### config.mk
export PLATFORM = sky130hd
export DESIGN_NAME = lab2_proc_inst_encoder
export DESIGN_NICKNAME = d
export VERILOG_FILES = /design/src/rtl/lab2_proc_pkg.sv /design/src/rtl/lab2_proc_ImmPackVRTL.sv /design/src/rtl/lab2_proc_inst_encoder.sv
export SDC_FILE = /design/constraint.sdc
export NUM_CORES = 1
export LEC_CHECK = 0
export BUFFER_PORTS_ARGS = -buffer_cell sky130_fd_sc_hd__buf_2
export CAP_MARGIN = 20
export CORE_ASPECT_RATIO = 1.25
export CORE_MARGIN = 5
export CORE_UTILIZATION = 35
export CTS_CLUSTER_SIZE = 10
export DETAILED_ROUTE_END_ITERATION = 6
export GPL_TIMING_DRIVEN = 0
export HOLD_SLACK_MARGIN = 0.06
export PLACE_DENSITY_LB_ADDON = 0.15
export SLEW_MARGIN = 40
export SYNTH_ARGS = -nofsm -noshare
export SYNTH_HDL_FRONTEND = slang
export SYNTH_HIERARCHICAL = 1
export SYNTH_SLANG_ARGS = --single-unit
### constraint.sdc
create_clock -name clk -period 2 [get_ports clk]
set_input_delay 0.1 -clock clk [delete_from_list [all_inputs] [get_ports clk]]
set_output_delay 0.1 -clock clk [all_outputs]
set_load 0.03 [all_outputs]
### src/rtl/lab2_proc_pkg.sv
// Shared TinyRV2 encoder definitions: formats, opcodes,
// request/response bundles and the immediate range helper.
package lab2_proc_pkg;

  localparam logic [2:0] imm_i = 3'd0;
  localparam logic [2:0] imm_s = 3'd1;
  localparam logic [2:0] imm_b = 3'd2;
  localparam logic [2:0] imm_u = 3'd3;
  localparam logic [2:0] imm_j = 3'd4;
  localparam logic [2:0] enc_r = 3'd5;

  localparam logic [6:0] op_lui   = 7'b0110111;
  localparam logic [6:0] op_auipc = 7'b0010111;
  localparam logic [6:0] op_jal   = 7'b1101111;
  localparam logic [6:0] op_jalr  = 7'b1100111;
  localparam logic [6:0] op_br    = 7'b1100011;
  localparam logic [6:0] op_load  = 7'b0000011;
  localparam logic [6:0] op_store = 7'b0100011;
  localparam logic [6:0] op_imm   = 7'b0010011;
  localparam logic [6:0] op_reg   = 7'b0110011;

  localparam logic [31:0] nop = 32'h0000_0013;

  typedef struct packed {
    logic [2:0]  ty;
    logic [6:0]  opcode;
    logic [2:0]  funct3;
    logic [6:0]  funct7;
    logic [4:0]  rd;
    logic [4:0]  rs1;
    logic [4:0]  rs2;
    logic [31:0] imm;
  } enc_req_t;

  typedef struct packed {
    logic [31:0] inst;
    logic        err;
  } enc_resp_t;

  // True when v[31:lsb] is all ones or all zeros.
  function automatic logic all_same(
    input logic [31:0] v,
    input int unsigned lsb
  );
    logic [31:0] m;
    m = 32'hFFFF_FFFF << lsb;
    return ((v & m) == m) || ((v & m) == 32'h0);
  endfunction

endpackage

### src/rtl/lab2_proc_ImmPackVRTL.sv
// Combinational instruction packer: scatters the immediate
// into RISC-V bit positions and flags unencodable requests.
import lab2_proc_pkg::*;

module lab2_proc_ImmPackVRTL (
  input  logic [2:0]  ty,
  input  logic [6:0]  opcode,
  input  logic [2:0]  funct3,
  input  logic [6:0]  funct7,
  input  logic [4:0]  rd,
  input  logic [4:0]  rs1,
  input  logic [4:0]  rs2,
  input  logic [31:0] imm,
  output logic [31:0] inst,
  output logic        err
);

  logic [31:0] raw;
  logic        ok;

  always_comb begin
    raw = 32'h0;
    ok  = 1'b0;
    unique case (1'b1)
      (ty == enc_r): begin
        raw = {funct7, rs2, rs1, funct3, rd, opcode};
        ok  = 1'b1;
      end
      (ty == imm_i): begin
        raw = {imm[11:0], rs1, funct3, rd, opcode};
        ok  = all_same(imm, 11);
      end
      (ty == imm_s): begin
        raw = {imm[11:5], rs2, rs1, funct3,
               imm[4:0], opcode};
        ok  = all_same(imm, 11);
      end
      (ty == imm_b): begin
        raw = {imm[12], imm[10:5], rs2, rs1, funct3,
               imm[4:1], imm[11], opcode};
        ok  = all_same(imm, 12) && !imm[0];
      end
      (ty == imm_u): begin
        raw = {imm[31:12], rd, opcode};
        ok  = (imm[11:0] == 12'h0);
      end
      (ty == imm_j): begin
        raw = {imm[20], imm[10:1], imm[11],
               imm[19:12], rd, opcode};
        ok  = all_same(imm, 20) && !imm[0];
      end
      default: begin
        raw = 32'h0;
        ok  = 1'b0;
      end
    endcase
    // Unencodable requests still answer, as a harmless nop.
    inst = ok ? raw : nop;
    err  = !ok;
  end

endmodule

### src/rtl/lab2_proc_inst_encoder.sv
// Two-stage (X, W) val/rdy TinyRV2 instruction encoder
// with a saturating count of errored responses.
import lab2_proc_pkg::*;

module lab2_proc_inst_encoder (
  input  logic        clk,
  input  logic        reset_n,
  input  logic        req_val,
  output logic        req_rdy,
  input  logic [2:0]  req_type,
  input  logic [6:0]  req_opcode,
  input  logic [2:0]  req_funct3,
  input  logic [6:0]  req_funct7,
  input  logic [4:0]  req_rd,
  input  logic [4:0]  req_rs1,
  input  logic [4:0]  req_rs2,
  input  logic [31:0] req_imm,
  output logic        resp_val,
  input  logic        resp_rdy,
  output logic [31:0] resp_inst,
  output logic        resp_err,
  output logic [7:0]  err_count
);

  logic      x_val;
  enc_req_t  x_req;
  logic      w_val;
  enc_resp_t w_resp;
  enc_resp_t pk;
  logic      w_go;
  logic      x_go;
  logic      resp_fire;

  // Stall chain: a stage advances when empty or draining.
  assign w_go    = !w_val || resp_rdy;
  assign x_go    = !x_val || w_go;
  assign req_rdy = x_go;

  always_ff @(posedge clk or negedge reset_n) begin
    if (!reset_n) begin
      x_val <= 1'b0;
      x_req <= '0;
    end else if (x_go) begin
      x_val <= req_val;
      if (req_val) begin
        x_req <= '{ty:     req_type,
                   opcode: req_opcode,
                   funct3: req_funct3,
                   funct7: req_funct7,
                   rd:     req_rd,
                   rs1:    req_rs1,
                   rs2:    req_rs2,
                   imm:    req_imm};
      end
    end
  end

  lab2_proc_ImmPackVRTL u_pack (
    .ty     (x_req.ty),
    .opcode (x_req.opcode),
    .funct3 (x_req.funct3),
    .funct7 (x_req.funct7),
    .rd     (x_req.rd),
    .rs1    (x_req.rs1),
    .rs2    (x_req.rs2),
    .imm    (x_req.imm),
    .inst   (pk.inst),
    .err    (pk.err)
  );

  always_ff @(posedge clk or negedge reset_n) begin
    if (!reset_n) begin
      w_val  <= 1'b0;
      w_resp <= '0;
    end else if (w_go) begin
      w_val <= x_val;
      if (x_val) begin
        w_resp <= pk;
      end
    end
  end

  assign resp_val  = w_val;
  assign resp_inst = w_resp.inst;
  assign resp_err  = w_resp.err;
  assign resp_fire = resp_val && resp_rdy;

  always_ff @(posedge clk or negedge reset_n) begin
    if (!reset_n) begin
      err_count <= 8'h00;
    end else if (resp_fire && resp_err
                 && err_count != 8'hFF) begin
      err_count <= err_count + 8'h01;
    end
  end

endmodule

==> results of run 1 <==
==> report_power, final <==
group          internal, mW  leakage, nW  switching [mW]
combinational         0.950         2.05           0.977
clock                 0.983        0.149           0.795
sequential             2.55         1.33           0.335
==> layer usage <==
metal  wire length (um)  part of all wire [%]  global-route usage [%]
met2               7360                    50                    27.9
met3                716                   4.9                    2.78
met5                  0                     0                       0
met4                291                   2.0                    5.77
met1               6310                    43                    21.2
==> registers in the layout, indices dropped and copies added (netlist names) <==
name,cells
resp_val,1
x_val,1
resp_inst,32
resp_err,1
x_req,67
err_count,8
==> cell usage after synthesis (2+ instances only) <==
| cell | n |
|---|---|
| mux2_1 | 2 |
| buf_2 | 5 |
| dfrtp_1 | 110 |
| nand3_1 | 4 |
| inv_1 | 3 |
| and2_1 | 24 |
| o22ai_1 | 15 |
| a2bb2oi_1 | 2 |
| nor4_1 | 5 |
| mux2i_1 | 13 |
| and3_1 | 3 |
| a22oi_1 | 13 |
| a311oi_1 | 2 |
| nand2b_1 | 12 |
| a21oi_1 | 12 |
| nor2b_1 | 15 |
| buf_4 | 7 |
| nand4_1 | 10 |
| nand2_1 | 9 |
| mux2_4 | 30 |
| o2111a_1 | 6 |
| o21ai_0 | 14 |
| nor2_1 | 8 |
| buf_12 | 3 |
| clkbuf_1 | 8 |
| or4_1 | 3 |
| or2b_1 | 2 |
| xnor2_1 | 2 |
| mux2_2 | 76 |
| buf_6 | 3 |
==> through the flow <==
| step | setup WS, ns | util (%) | instances |
|---|---|---|---|
| after CTS | -0.218 | 48.5 | 853 |
| after global routing | -0.281 | 49.0 | 855 |
| after floorplan | -0.0424 | - | 434 |
| after detailed placement | -0.480 | 41.2 | 760 |
| final | -0.187 | 49.0 | 855 |
| after global placement | -0.513 | 41.0 | 759 |
==> repair_timing <==
action,in CTS,in global routing
hold buffers,69,0
setup endpoints to repair,33,33
resized for setup,21,20
gates cloned,1,0
pin swaps,3,3
endpoints found under the hold margin,178,0
setup buffers,8,2
==> critical path: stages, from the launching register on <==
cell and delay (ns):
dfrtp_1 0.44, nor4_2 0.26, nand3_1 0.17, or4b_4 0.54
o2111ai_4 0.14, or2b_1 0.26, mux2_2 0.26
==> final timing paths <==
kind	end	slack (ns)
worst min-delay path	resp_val	0.09
max in group asynchronous	x_req[0]	1.08
worst min register to register	x_req[63]	0.50
worst max-delay path	resp_inst[4]	-0.19
min in group asynchronous	x_req[39]	0.23
worst max register to register	resp_inst[4]	-0.19
==> cell type report <==
type	count	area share (%)
flip-flops and latches	110	36.2
repair buffers	194	18.1
inverters	3	0.148
plain buffers	26	2.85
clock inverters	2	0.180
clock buffers	14	3.72
multi-input cells	294	35.3
well taps	212	3.48
==> kinds of logic after synthesis <==
logic type | synth area share (%)
buf+inv | 3.90
compound gates | 8.30
flops | 49.6
xor+xnor | 0.474
fa+ha+maj | 0.226
mux | 26.3
simple gates | 11.1
==> reports/metrics.cfg, run 1 <==
[placed_design]
gp_congestion=0.781
dpl_cell_area_um2=6410
place_hpwl_um=10500
io_buffers=113

[finish]
drive_above_1_share_pct=46.0
design_area_um2=7630
regArea_um2=2760
layout_common_cells=114 x buf_2, 104 x dfrtp_1, 75 x mux2_2
final_common_cell=buf_2
diodes=0
fillers=1473
multi_input_area_um2=2690
nets=710
area_growth_pct=37.5

[timing]
hold_violations=0
slew-limit-headroom_pct=58.1
fin_ws_ns=-0.187
rsz0062_at_grt=true
holdWs_ns=0.0902
max_freq_mhz=457
fin_crit_sh_pct=109
period_needed_ns=2.19
setup_viol=33
setup_tns_ns=-3.65
drv_slew=0
worst_pin_slew_ns=0.627
skew_ns=0.00778

[clocking]
cts_tree=built
clockBufferDepth=2
numCtsBuffers=9
clk_pin_slew_ns=0.07
clk_latency_ns=0.35
cts_root_buffer=clkbuf_16
cts-htree-levels=3
cts.sinks=110

[power]
powerDensity_nw_per_um2=864
p_total_mw=6.59
ir_worst_vdd_v=0.000351
power_leakage_nw=3.53

[logic_synthesis]
syn_nets=506
ys_types=43
ys_seq_elements=110
netlist_top_cells_area=dfrtp_1 50%, mux2_2 15%, mux2_4 8.1%, and2_1 2.7%, mux2i_1 2.3%
synth-edff-count=0
async_flop_share_pct=100
synth-main-ff-cell=dfrtp_1
synthCells=434
syn_area_um2=5550
avgSynthCellArea_um2=12.8
yosys_warnings=6
yosysSeqAreaShare_pct=49.6
synth_top_area_share_pct=49.6
synth_top_cell_by_area=dfrtp_1

[die]
std_cell_rows=51
dieArea_um2=18500
initial_utilization_pct=35.6
die_h_um=151
core_um2=15600
die_w_um=123
num_io_pins=114

[critical_path]
crit_fanout=6
crit_start=x_req[23]
r2r_start=x_req[23]
cp.arrival_ns=2.42
critPathKind=flip-flop to flip-flop
worst_setup_path_start_kind=flip-flop
r2r_cells=6
crit_required_ns=2.24
end_kind=flip-flop

[global_route]
grt_pass1_vias=4375
grt_pass1_wl_um=23400
grt_max_degree=73
overflow=0
track_usage_pct=16.5
antenna_found_initial=0

[routing]
routed-via-count=4210
drcViolationCount=0
avgRoutedWirePerCell_um=17.2
ant_nets=0
dr.pass1.iters=4
drt_iter0_markers=189
viasPerCell=4.92
routed_wl_um=14700

[flow_run]
cap_violations=0

[run_status]
violations=setup timing
status=finished with violations

[min_path]
hold_path.startpoint=resp_rdy
worstHoldPathType=primary input to flip-flop
hold-path-cell-count=3

No activity file was read; power rests on OpenSTA's default activity.
==> inputs of run 2 (changes only) <==
--- a/config.mk
+++ b/config.mk
@@ -5,13 +5,13 @@
 export SDC_FILE = /design/constraint.sdc
 export NUM_CORES = 1
 export LEC_CHECK = 0
-export BUFFER_PORTS_ARGS = -buffer_cell sky130_fd_sc_hd__buf_2
 export CAP_MARGIN = 20
 export CORE_ASPECT_RATIO = 1.25
 export CORE_MARGIN = 5
 export CORE_UTILIZATION = 35
 export CTS_CLUSTER_SIZE = 10
 export DETAILED_ROUTE_END_ITERATION = 6
+export DONT_BUFFER_PORTS = 1
 export GPL_TIMING_DRIVEN = 0
 export HOLD_SLACK_MARGIN = 0.06
 export PLACE_DENSITY_LB_ADDON = 0.15
==> run 2 against run 1 <==
Against the previous run: clock power fell by 3%; critical endpoint is now resp_inst[1]; flip-flop and latch count did not move; global-route usage barely moved; worst setup slack got worse by 0.016 ns; the flow finishes with violations (hold timing, setup timing); critical path type unchanged.
==> reports/metrics.cfg, run 2 (synthesis gave the netlist of run 1 again) <==
[routing]
routed_wl_um=14700
viasPerCell=5.11
drt_iter0_markers=159
ant_nets=0
routed-via-count=3835
dr.pass1.iters=4
avgRoutedWirePerCell_um=19.6
drcViolationCount=0

[clocking]
clk_pin_slew_ns=0.08
numCtsBuffers=9
cts_hold_buf=70
cts_tree=built
clockBufferDepth=2
cts-htree-levels=3
cts_root_buffer=clkbuf_16
cts.sinks=110
clk_latency_ns=0.36

[die]
dieArea_um2=18500
die_w_um=123
initial_utilization_pct=35.6
die_h_um=151
num_io_pins=114
std_cell_rows=51
core_um2=15600

[finish]
drive_above_1_share_pct=34.1
layout_common_cells=103 x dfrtp_1, 71 x mux2_2, 70 x dlygate4sd3_1
largest_reg_flops=67
fillers=1497
multi_input_area_um2=2690
regArea_um2=2760
max_flop_register=x_req
area_growth_pct=27.5
final_common_cell=dfrtp_1
diodes=0
nets=607

[placed_design]
gp_congestion=0.767
io_buffers=0
place_hpwl_um=10300

[timing]
max_freq_mhz=454
setup_viol=33
fin_crit_sh_pct=110
skew_ns=0.00855
setup_tns_ns=-3.80
rsz0062_at_grt=true
fin_ws_ns=-0.203
slew-limit-headroom_pct=62.2
period_needed_ns=2.20
holdWs_ns=-0.561
drv_slew=0
worst_pin_slew_ns=0.565
hold_violations=110

[critical_path]
critPathKind=flip-flop to flip-flop
critPathMaxStageDelay_ns=0.52
path_cells=nor4_4 > nand3_2 > or4b_4 > o2111ai_4 > or2b_1 > mux2_4
rrSetupSlack_ns=-0.20
end_kind=flip-flop
cp.arrival_ns=2.45
crit_fanout=6
cp_slowest_cell=or4b_4
worst_setup_path_start_kind=flip-flop
crit_required_ns=2.25

[power]
p_total_mw=6.37
power_leakage_nw=3.05
powerDensity_nw_per_um2=900
ir_worst_vdd_v=0.000439

[run_status]
status=finished with violations
violations=hold timing, setup timing

[global_route]
overflow=0
grt_pass1_vias=4117
track_usage_pct=16.4
grt_pass1_wl_um=23300
antenna_found_initial=0
grt_max_degree=111

[min_path]
worstHoldPathType=primary input to asynchronous set/reset pin

[flow_run]
cap_violations=0

## run 2: changes by cell type in the layout (fill, tap and decap cells not counted), sizes merged
cell and delta:
clkinv -1, buf -103, clkinvlp +2, clkbuf -3, dlygate4sd3 +1
## run 2: final cells by class
class	instances	area share, %
Clock inverter	3	0.283
Buffer	26	2.99
Tap cell	212	3.75
Timing Repair Buffer	91	12.1
Clock buffer	12	3.63
Sequential cell	110	39.0
Multi-Input combinational cell	294	38.0
Inverter	3	0.159
## run 2: through the flow
step | std cells | area [um^2] | utilization [%] | hold slack, ns | setup WS, ns
2_1_floorplan | 434 | 5550 | - | -0.196 | -0.0424
3_3_place_gp | 646 | 5810 | 37.3 | -0.191 | -0.427
3_5_place_dp | 646 | 5810 | 37.3 | -0.189 | -0.465
4_1_cts | 749 | 7020 | 45.1 | -0.578 | -0.197
5_1_grt | 751 | 7070 | 45.4 | -0.578 | -0.313
6_report | 751 | 7070 | 45.4 | -0.561 | -0.203
## run 2: critical path, delay by kind of cell (launching register included)
kind	cells	cell delay, ns
simple gates	4	1.20
flops	1	0.45
mux	1	0.26
compound gates	1	0.19
## run 2: routing by layer
layer	share of wire, %	GRT usage, %	up-vias	wire, um
li1	-	-	1784	-
met1	42	20.6	1938	6240
met2	50	27.9	94	7410
met3	5.5	3.83	19	808
met4	1.6	5.32	0	242
met5	0	0	-	0
## run 2: power by group
part           switching [mW]  leakage (nW)  total [mW]  internal [mW]
combinational           0.631          1.59        1.47          0.838
clock                   0.825         0.131        1.73          0.906
sequential              0.618          1.33        3.17           2.55
total                    2.07          3.05        6.37           4.29
## run 2: what timing repair did
item | in CTS | in global routing
resized for setup | 25 | 9
endpoints found under the setup margin | 33 | 33
endpoints found under the hold margin | 181 | 110
pin swaps | 4 | 2
buffers inserted | 19 | 2
## run 2: path summary, 6_finish.rpt
path / from / end / depth (start not counted)
hold / removal: reset_n / resp_inst[17] / 0
setup / recovery: x_req[31] / resp_inst[1] / 6
hold reg to reg: x_req[59] / x_req[59] / 1
setup reg to reg: x_req[31] / resp_inst[1] / 6
max in group asynchronous: reset_n / x_req[31] / 0
min in group clk: req_val / x_req[5] / 3
==> inputs of run 3 (changes only) <==
--- a/config.mk
+++ b/config.mk
@@ -5,10 +5,12 @@
 export SDC_FILE = /design/constraint.sdc
 export NUM_CORES = 1
 export LEC_CHECK = 0
+export ABC_AREA = 1
 export CAP_MARGIN = 20
 export CORE_ASPECT_RATIO = 1.25
 export CORE_MARGIN = 5
 export CORE_UTILIZATION = 35
+export CTS_CLUSTER_DIAMETER = 100
 export CTS_CLUSTER_SIZE = 10
 export DETAILED_ROUTE_END_ITERATION = 6
 export DONT_BUFFER_PORTS = 1
==> run 3 against run 2 <==
Against the previous run: maximum frequency increased by 17%; synthesized cell count is 67% higher; critical endpoint is now resp_inst[15]; first-iteration DRC count grew 99%; the flow finishes with violations (hold timing); highest routed layer unchanged.
==> reports/metrics.cfg, run 3 <==
[clocking]
cts.sinks=110
cts_root_buffer=clkbuf_16
clk_latency_ns=0.36
cts-htree-levels=3
numCtsBuffers=9
cts_tree=built
cts_hold_buf=68
clk_pin_slew_ns=0.08
clockBufferDepth=2

[finish]
final_common_cell=nand2_1
diodes=0
max_flop_register=x_req
instances_no_fill=1018
nets=877
drive_above_1_share_pct=6.42
fillers=1581
layout_common_cells=284 x nand2_1, 111 x nand3_1, 110 x dfrtp_1
largest_reg_flops=67
area_growth_pct=23.5
design_area_um2=6680

[die]
die_h_um=149
std_cell_rows=50
core_um2=15100
dieArea_um2=18100
die_w_um=121
num_io_pins=114
initial_utilization_pct=35.9

[placed_design]
place_hpwl_um=12100
dpl_cell_area_um2=5670
dp.cells=932
io_buffers=0
gp_congestion=0.853
pre_cts_ws_ns=0.0331

[logic_synthesis]
netlist_top_cells_count=284 x nand2_1, 112 x nand3_1, 110 x dfrtp_1
async_flop_share_pct=100
synthCells=724
ys_types=24
yosys_warnings=6
avgSynthCellArea_um2=7.47
yosysSeqAreaShare_pct=50.9
ys_seq_elements=110
synth_top_area_share_pct=50.9
syn_area_um2=5410
synth_top_cell_by_area=dfrtp_1
syn_nets=796
synth-main-ff-cell=dfrtp_1
synth-edff-count=0
netlist_top_cells_area=dfrtp_1 51%, nand2_1 20%, nand3_1 10%, nor2_1 5.1%, inv_1 3.5%
yosysMostFrequentCell=nand2_1

[routing]
viasPerCell=4.81
avgRoutedWirePerCell_um=15.7
drcViolationCount=0
dr.pass1.iters=4
routed_wl_um=16000
drt_iter0_markers=316
ant_nets=0
routed-via-count=4896

[timing]
period_needed_ns=1.89
worst_pin_slew_ns=0.499
max_freq_mhz=530
drv_slew=0
hold_violations=110
skew_ns=0.0133
fin_crit_sh_pct=94.4
fin_ws_ns=0.112
slew-limit-headroom_pct=66.8
setup_viol=0
holdWs_ns=-0.576

[critical_path]
end_kind=flip-flop
crit_buf_inv=1
cpMostUsedCell=nand2_1
cp.arrival_ns=2.14
crit_fanout=8
worst_setup_path_start_kind=flip-flop
critPathMaxStageDelay_ns=0.51
rrSetupSlack_ns=0.11
critPathKind=flip-flop to flip-flop
cp_slowest_cell=dfrtp_1
crit_required_ns=2.25
path_cells=inv_1 > nand3_1 > nand2_1 > nor2_1 > nand2_1 > a22oi_1 > nor2_1 > nand3_1 > nand2_1
cp_top_family=simple AND/OR/NAND/NOR gates

[global_route]
grt_pass1_vias=4865
antenna_found_initial=0
grt_max_degree=111
track_usage_pct=18.0
overflow=0
grt_pass1_wl_um=25300

[power]
powerDensity_nw_per_um2=923
power_leakage_nw=3.43
ir_worst_vdd_v=0.000425
p_total_mw=6.17

[run_status]
status=finished with violations
violations=hold timing

[flow_run]
cap_violations=0

[min_path]
worstHoldPathType=primary input to asynchronous set/reset pin

[run 3: cell count changes after synthesis, moves of 12 or more]
cell | previous run | this run
mux2_4 | 30 | 0
nand2b_1 | 12 | 0
mux2i_1 | 13 | 0
nand2_1 | 9 | 284
inv_1 | 3 | 50
mux2_2 | 76 | 0
nor2b_1 | 15 | 0
nor2_1 | 8 | 73
and2_1 | 24 | 0
nand3_1 | 4 | 112
[run 3: area by class of cell]
type	instances	area [um^2]	area share, %
Sequential cell	110	2750	41.2
Multi-Input combinational cell	528	2290	34.3
Timing Repair Buffer	70	696	10.4
Tap cell	208	260	3.90
Clock buffer	9	225	3.37
Buffer	36	194	2.90
Inverter	50	188	2.81
Clock inverter	7	71.3	1.07
[run 3: worst paths after layout]
path,cells past startpoint,end,from
min in group clk,4,resp_inst[0],resp_rdy
setup reg to reg,9,resp_inst[15],x_req[64]
max in group asynchronous,0,x_req[13],reset_n
hold reg to reg,2,x_req[54],x_req[54]
hold / removal,0,resp_inst[4],reset_n
setup / recovery,9,resp_inst[15],x_req[64]
[run 3: where the power goes]
group | internal, mW | total [mW] | leakage (nW) | switching, mW
clock network | 0.977 | 1.84 | 0.150 | 0.864
registers | 2.52 | 3.06 | 1.39 | 0.537
logic | 0.479 | 1.26 | 1.89 | 0.785
total | 3.98 | 6.17 | 3.43 | 2.19
[run 3: what timing repair did]
action	in CTS	in global routing
endpoints found under the setup margin	0	30
buffers inserted	0	2
gates resized for setup	0	6
endpoints found under the hold margin	178	110
[run 3: kinds of logic (layout without fill, tap and decap cells)]
| kind of cell | after synthesis | after routing | synth area share [%] |
|---|---|---|---|
| flip-flops | 110 | 110 | 50.9 |
| buffers and inverters | 86 | 172 | 6.96 |
| XOR/XNOR | 3 | 3 | 0.486 |
| adder cells (fa/ha/maj) | 1 | 1 | 0.231 |
| AND/OR/NAND/NOR | 479 | 479 | 36.7 |
| AO/OA/AOI/OAI | 45 | 45 | 4.77 |
[run 3: per-stage QoR]
step                      utilization, %  setup TNS (ns)
after floorplan                        -               0
after global placement              37.6               0
after detailed placement            37.6               0
after CTS                           44.1               0
after global routing                44.3       -0.000859
final                               44.3               0
[run 3: worst register-to-register path: stages (launching register included)]
cell	delay, ns
dfrtp_1	0.51
inv_1	0.14
nand3_1	0.18
nand2_1	0.10
nor2_1	0.15
nand2_1	0.22
a22oi_1	0.26
nor2_1	0.08
nand3_1	0.09
nand2_1	0.06
[run 3: per-layer routing]
metal / part of all wire (%) / up-vias / global-route usage [%] / routed length (um)
met3: 5.4 / 12 / 3.79 / 861
met1: 42 / 2299 / 21.9 / 6750
li1: - / 2459 / - / -
met5: 0 / - / 0 / 0
met2: 51 / 126 / 31.9 / 8180
met4: 1.2 / 0 / 5.38 / 193
